`src/rtl/pwm_bank.sv`:
```
// pwm_bank: serially configured bank of independent PWM channels.
// Shadowed period/duty values are applied at each channel's boundary.
module pwm_bank #(
  parameter int CH = 2,
  parameter int W  = 8
) (
  input  logic          clk,
  input  logic          rst_n,
  input  logic          sin,
  input  logic          sin_vld,
  input  logic          st_clk,
  output logic          sout,
  output logic [CH-1:0] pwm_out,
  output logic [CH-1:0] upd_pend
);

  localparam int N = CH * 2 * W;
  localparam logic [W-1:0] ONE = W'(1);

  logic [N-1:0] sr_q, sr_d;
  logic [N-1:0] shd_q, shd_d;

  always_comb begin
    sr_d = sr_q;
    if (sin_vld) sr_d = {sr_q[N-2:0], sin};
  end

  // the shadow takes the pre-shift register contents
  assign shd_d = st_clk ? sr_q : shd_q;
  assign sout  = sr_q[N-1];

  always_ff @(posedge clk) begin
    if (!rst_n) begin
      sr_q  <= '0;
      shd_q <= '0;
    end else begin
      sr_q  <= sr_d;
      shd_q <= shd_d;
    end
  end

  for (genvar k = 0; k < CH; k++) begin : g_ch
    logic [W-1:0] cnt_q, cnt_d;
    logic [W-1:0] per_q, per_d;
    logic [W-1:0] dty_q, dty_d;
    logic [W-1:0] src_per, src_dty;
    logic         pwm_q, pwm_d;
    logic         pend_q, pend_d;
    logic         bnd;

    // a load landing on the boundary bypasses the shadow
    assign src_per = st_clk ? sr_q[2*W*k +: W]
                            : shd_q[2*W*k +: W];
    assign src_dty = st_clk ? sr_q[2*W*k+W +: W]
                            : shd_q[2*W*k+W +: W];

    assign bnd = (per_q == '0) ||
                 (cnt_q == per_q - ONE);

    always_comb begin
      cnt_d  = cnt_q + ONE;
      per_d  = per_q;
      dty_d  = dty_q;
      pend_d = pend_q | st_clk;
      pwm_d  = (per_q != '0) && (cnt_q < dty_q);
      if (bnd) begin
        cnt_d  = '0;
        per_d  = src_per;
        dty_d  = src_dty;
        pend_d = 1'b0;
      end
    end

    always_ff @(posedge clk) begin
      if (!rst_n) begin
        cnt_q  <= '0;
        per_q  <= '0;
        dty_q  <= '0;
        pwm_q  <= 1'b0;
        pend_q <= 1'b0;
      end else begin
        cnt_q  <= cnt_d;
        per_q  <= per_d;
        dty_q  <= dty_d;
        pwm_q  <= pwm_d;
        pend_q <= pend_d;
      end
    end

    assign pwm_out[k]  = pwm_q;
    assign upd_pend[k] = pend_q;
  end

endmodule

```
`config.mk`:
```
export PLATFORM = sky130hd
export DESIGN_NAME = pwm_bank
export DESIGN_NICKNAME = d
export VERILOG_FILES = /design/src/rtl/pwm_bank.sv
export SDC_FILE = /design/constraint.sdc
export NUM_CORES = 1
export LEC_CHECK = 0
export CAP_MARGIN = 20
export CORE_MARGIN = 2
export CORE_UTILIZATION = 40
export CTS_BUF_LIST = sky130_fd_sc_hd__clkbuf_4 sky130_fd_sc_hd__clkbuf_8
export CTS_CLUSTER_SIZE = 24
export DETAILED_ROUTE_END_ITERATION = 16
export SKIP_CTS_REPAIR_TIMING = 1
export SYNTH_ARGS = -nofsm -noshare
export SYNTH_HDL_FRONTEND = slang
export SYNTH_SLANG_ARGS = --single-unit
```
`constraint.sdc`:
```
create_clock -name clk -period 2.2 [get_ports clk]
set_clock_uncertainty 0.05 [all_clocks]
set_input_delay 0.22 -clock clk [delete_from_list [all_inputs] [get_ports clk]]
set_output_delay 0.22 -clock clk [all_outputs]
set_load 0.005 [all_outputs]
```
==> results of run 1 <==
cell type report:
type | count | share of cell area
clock buffers | 26 | 0.0536
clock inverters | 5 | 0.00821
inverters | 34 | 0.0209
multi-input cells | 317 | 0.452
flip-flops and latches | 116 | 0.383
well taps | 172 | 0.0353
repair buffers | 34 | 0.0470
where the power goes:
part           internal (W)  switching (W)  leakage [nW]
Sequential          0.00222       0.000112         0.941
Combinational      0.000685       0.000630          1.40
Clock               0.00106       0.000793         0.204
stage by stage:
stage | util | setup slack, ns | cell area, um2 | total power, W | std cells
finish | 0.483 | -0.0327 | 6100 | 0.00550 | 704
global route | 0.483 | -0.122 | 6100 | 0.00579 | 704
CTS | 0.464 | -0.205 | 5860 | 0.00533 | 698
detailed placement | 0.434 | -0.196 | 5480 | 0.00346 | 667
global placement | 0.434 | -0.0747 | 5480 | 0.00343 | 667
floorplan | - | 0.00573 | 5220 | 0.00333 | 492
state kept, by name, indices dropped and copies added (netlist names):
signal,count
shd_q,32
g_ch.pend_q,2
sr_q,32
g_ch.cnt_q,16
g_ch.per_q,16
g_ch.dty_q,16
g_ch.pwm_q,2
routing by layer:
layer | wire length [um] | vias up | share of wire
li1 | - | 1739 | -
met1 | 4680 | 1592 | 0.48
met2 | 4540 | 34 | 0.47
met3 | 291 | 18 | 0.030
met4 | 194 | 0 | 0.020
met5 | 0 | - | 0
worst max-delay path, stage by stage (launching register included):
cell	delay (ns)
dfxtp_2	0.34
or4_4	0.58
nor4_4	0.19
nor4_2	0.08
or4_4	0.57
a32o_1	0.31
worst paths after layout:
path / start / to / slack, ns
worst max-delay path: g_ch[0].per_q[1] / g_ch[0].per_q[7] / -0.03
worst min-delay path: st_clk / g_ch[1].pend_q / 0.26
worst max register to register: g_ch[0].per_q[1] / g_ch[0].per_q[7] / -0.03
worst min register to register: g_ch[1].pend_q / g_ch[1].pend_q / 0.42
layout by cell type (no fill, tap or decap), drive strengths merged, types with 4 or more instances in the layout:
cell type,synthesis,routed
a21o,9,9
a2bb2oi,15,15
buf,13,28
clkbuf,15,26
clkdlybuf4s50,0,6
clkinv,0,4
dfxtp,116,116
ha,18,18
inv,34,34
mux2,15,15
mux2i,50,50
nand2,23,24
nand2b,3,4
nand3,14,17
nor2,25,25
nor2b,50,50
nor3,4,4
nor4,5,5
o22a,15,15
xnor2,18,18
xor2,16,16
cell families after synthesis:
kind of cell | count (synthesis) | share of synthesized area
and+or+nand+nor | 141 | 0.153
DFF | 116 | 0.450
muxes | 65 | 0.130
buffers and inverters | 64 | 0.0645
AOI/OAI and AO/OA | 54 | 0.101
xor gates and xnor gates | 34 | 0.0577
adders and majority gates | 18 | 0.0436
==> results_dict.tcl, run 1 <==
set metrics [dict create \
    worst-setup-path-type "reg2reg" \
    synth_top_area_share 0.450 \
    antenna_found_initial 0 \
    clockBufferDepth 2 \
    grt_usage 0.139 \
    met1_usage 0.173 \
    synth_warnings 0 \
    grtUsageMet2 0.217 \
    use_met3 0.0484 \
    worstSkewPairLatency_ns 0.43 \
    seq_area_frac_synth 0.450 \
    wl_um 9710 \
    via_per_inst 4.81 \
    dieWidth_um 118 \
    netlist_area_um2 5160 \
    cts.reportedPaths.clkPinSlew_ns 0.07 \
    drc 0 \
    clock_sinks 116 \
    grt_max_degree 35 \
    io_pins 10 \
    dp_hpwl_um 6080 \
    grt_overflow_total 0 \
    drive_above_1_share 0.244 \
    start_util 0.409 \
    layout_min_cycle_time_ns 2.23 \
    design.die.area_um2 13800 \
    min_path_cells 4 \
    diodes 0 \
    regArea_um2 2330 \
    nets 543 \
    grt_pass1_vias 3196 \
    violations "negative setup slack" \
    hold_violations 0 \
    cts-buffers-inserted 17 \
    cap_violations 0 \
    cts_tree "built" \
    final-setup-viol-count 4 \
    p_leak_nw 2.54 \
    cts.htree.levels 4 \
    hold_class "in2reg" \
    design.core.area_um2 12600 \
    arrival_ns 2.51 \
    rsz0062_at_grt "yes" \
    path_max_fanout 7 \
    vias 3383 \
    cp-end-kind "flip-flop" \
    n_fill_cell 1187 \
    syn_nets 515 \
    cp-start-kind "flip-flop" \
    ys.flop_type "dfxtp_1" \
    synth_common_cells "dfxtp_1 (116), mux2i_1 (50), nor2b_1 (50)" \
    synth-edff-count 0 \
    syn_to_final_growth_pct 18.1 \
    tightest_slew_ns 0.558 \
    synth.distinct_cells 52 \
    finalCritPeriodShare 1.01 \
    synth_area_leaders "dfxtp_1 (45%), mux2i_1 (9.7%), nor2b_1 (6.1%), ha_1 (4.4%), mux2_2 (3.3%)" \
    power_density_nw_per_um2 903 \
    dr.pass1.iters 4 \
    fin_ws_ns -0.0327 \
    grt_pass1_wl_um 15400 \
    cts_root_buf "clkbuf_8" \
    clock.fmax_mhz 448 \
    fin_setup_tns_ns -0.0457 \
    slew_headroom 0.628 \
    slew_violations 0 \
    ant_nets 0 \
    die_h_um 118 \
    synth.avg_cell_area_um2 10.5 \
    async_reset_ff_frac 0 \
    required_ns 2.48 \
    wl_per_cell_um 13.8 \
    rr_worst_depth 5 \
    busiest_layer "met2" \
    status "finished, violations left" \
    rows 41 \
    irDropWorstVdd_v 0.000645 \
    drtIter0Drc 125 \
    ys_ff_latch 116 \
    synth_top_cell_by_area "dfxtp_1" \
    timing.hold.ws_ns 0.255 \
    multi_input_area_um2 2760 \
    io_buffer_count 9 \
    synth_cells 492 \
    synth_most_common_cell "dfxtp_1" \
    gp_congestion 0.805 \
]
(Power assumes the default switching activity.)
==> run 2, diff against run 1 <==
Settings changed: GPL_TIMING_DRIVEN set to 0.
==> run 2 against run 1 <==
The flow still finishes with violations (negative setup slack). Count of clock-buffer cells in the layout fell by 4. Combinational power up 9%. Wire length is 2.1% higher. Power increased by 2.6%. Cell area is 0.94% higher. Non-clock buffer count is 16 higher. Largest power group unchanged.
==> results_dict.tcl, run 2 (synthesized netlist as in run 1, its figures left out) <==
set metrics [dict create \
    seqPwrFrac 0.414 \
    reg.largest.list "shd_q: 32 flops, sr_q: 32 flops" \
    fin_cells 712 \
    layout_common_cells "dfxtp_1 (109), mux2i_1 (50), nor2b_1 (49)" \
    irDropWorstVdd_v 0.000483 \
    required_ns 2.45 \
    design.core.area_um2 12600 \
    r2r_end "g_ch[0].dty_q[6]" \
    hp-start "sin_vld" \
    cts_tree "built" \
    worstSkewPairLatency_ns 0.42 \
    dp_hpwl_um 6770 \
    combPwrFrac 0.254 \
    cp-start-kind "flip-flop" \
    fin_setup_tns_ns -2.30 \
    start_util 0.409 \
    n_fill_cell 1203 \
    dieWidth_um 118 \
    wl_per_cell_um 13.9 \
    gp_congestion 0.776 \
    diodes 0 \
    cts-buffers-inserted 17 \
    finalCritPeriodShare 1.05 \
    p_int_w 0.00414 \
    grt_pass1_vias 3440 \
    timing.hold.ws_ns 0.222 \
    dp.cells 671 \
    wl_um 9910 \
    hold_class "in2reg" \
    cp-end-kind "flip-flop" \
    final_util 0.488 \
    grt_max_degree 17 \
    grt_pass1_wl_um 16600 \
    arrival_ns 2.57 \
    rsz0062_at_grt "yes" \
    p_clk_frac 0.332 \
    io_buffer_count 7 \
    via_per_inst 4.80 \
    final-setup-viol-count 31 \
    ant_nets 0 \
    min_to "sr_q[0]" \
    tightest_slew_ns 0.715 \
    drive_above_1_share 0.219 \
    clockBufferDepth 2 \
    switchingPower_w 0.00150 \
    grt_overflow_total 0 \
    layout_min_cycle_time_ns 2.31 \
    rrSetupSlack_ns -0.11 \
    final_common_cell "dfxtp_1" \
    drc 0 \
    status "finished, violations left" \
    fin_ws_ns -0.113 \
    violations "negative setup slack" \
    power_density_nw_per_um2 918 \
    dr.pass1.iters 4 \
    p_leak_nw 2.57 \
    antenna_found_initial 0 \
    clock.fmax_mhz 432 \
    rows 41 \
    swShare 0.266 \
    cts.reportedPaths.clkPinSlew_ns 0.06 \
    path_max_fanout 7 \
    cap_violations 0 \
    rr_worst_depth 9 \
    die_h_um 118 \
    r2r_start "g_ch[0].per_q[0]" \
    clock_sinks 116 \
    slew_violations 0 \
    io_pins 10 \
    grt_usage 0.149 \
    cts_root_buf "clkbuf_8" \
    cts.htree.levels 4 \
    slew_headroom 0.523 \
    syn_to_final_growth_pct 19.2 \
    drtIter0Drc 100 \
    worst-setup-path-type "reg2reg" \
    vias 3415 \
    nets 554 \
    min_path_cells 3 \
    design.die.area_um2 13800 \
    hold_violations 0 \
    place_ws_ns -0.234 \
]
[run 2: critical path: stages (launching register included)]
cell	delay (ns)
dfxtp_4	0.37
inv_1	0.07
ha_4	0.18
o21ba_2	0.20
a221oi_2	0.25
a41oi_1	0.07
or4_4	0.62
nand3_4	0.16
clkbuf_16	0.18
a2bb2oi_2	0.05
[run 2: metrics by stage]
stage	total power, W	cell area (um2)
floorplan	0.00333	5220
global placement	0.00351	5500
detailed placement	0.00355	5500
CTS	0.00543	5870
global route	0.00593	6150
finish	0.00565	6150
[run 2: cell type report]
class	instances	area [um2]	area share
buffer	26	184	0.0299
clock buffer	22	290	0.0472
clock inverter	6	80.1	0.0130
inverter	34	128	0.0207
multi-input combinational	312	2650	0.431
sequential	116	2340	0.380
tap	172	215	0.0350
timing repair buffer	24	262	0.0425
[run 2: per-layer routing]
metal / global-route usage / vias up / share of wire
li1: - / 1751 / -
met1: 0.171 / 1629 / 0.45
met2: 0.259 / 28 / 0.51
met3: 0.0509 / 7 / 0.026
met4: 0.0527 / 0 / 0.011
met5: 0 / - / 0
[run 2: power by group through the flow]
| stage | logic, W | clock network (W) | registers [W] |
|---|---|---|---|
| 5_1_grt | 0.00155 | 0.00203 | 0.00235 |
| 6_report | 0.00144 | 0.00187 | 0.00234 |
| 2_1_floorplan | 0.000981 | 0 | 0.00235 |
| 3_5_place_dp | 0.00117 | 0 | 0.00238 |
| 3_3_place_gp | 0.00113 | 0 | 0.00238 |
| 4_1_cts | 0.00117 | 0.00192 | 0.00234 |
[run 2: worst max path at each step]
stage	startpoint	to	slack, ns	depth (start not counted)
after detailed placement	g_ch[1].per_q[2]	g_ch[1].cnt_q[4]	-0.23	8
after global placement	g_ch[1].per_q[2]	g_ch[1].pend_q	-0.21	8
final	g_ch[0].per_q[0]	g_ch[0].dty_q[6]	-0.11	9
after floorplan	g_ch[1].per_q[2]	g_ch[1].per_q[0]	0.006	9
after global routing	g_ch[0].per_q[1]	g_ch[0].cnt_q[6]	-0.22	7
after CTS	g_ch[1].per_q[2]	g_ch[1].cnt_q[6]	-0.27	8
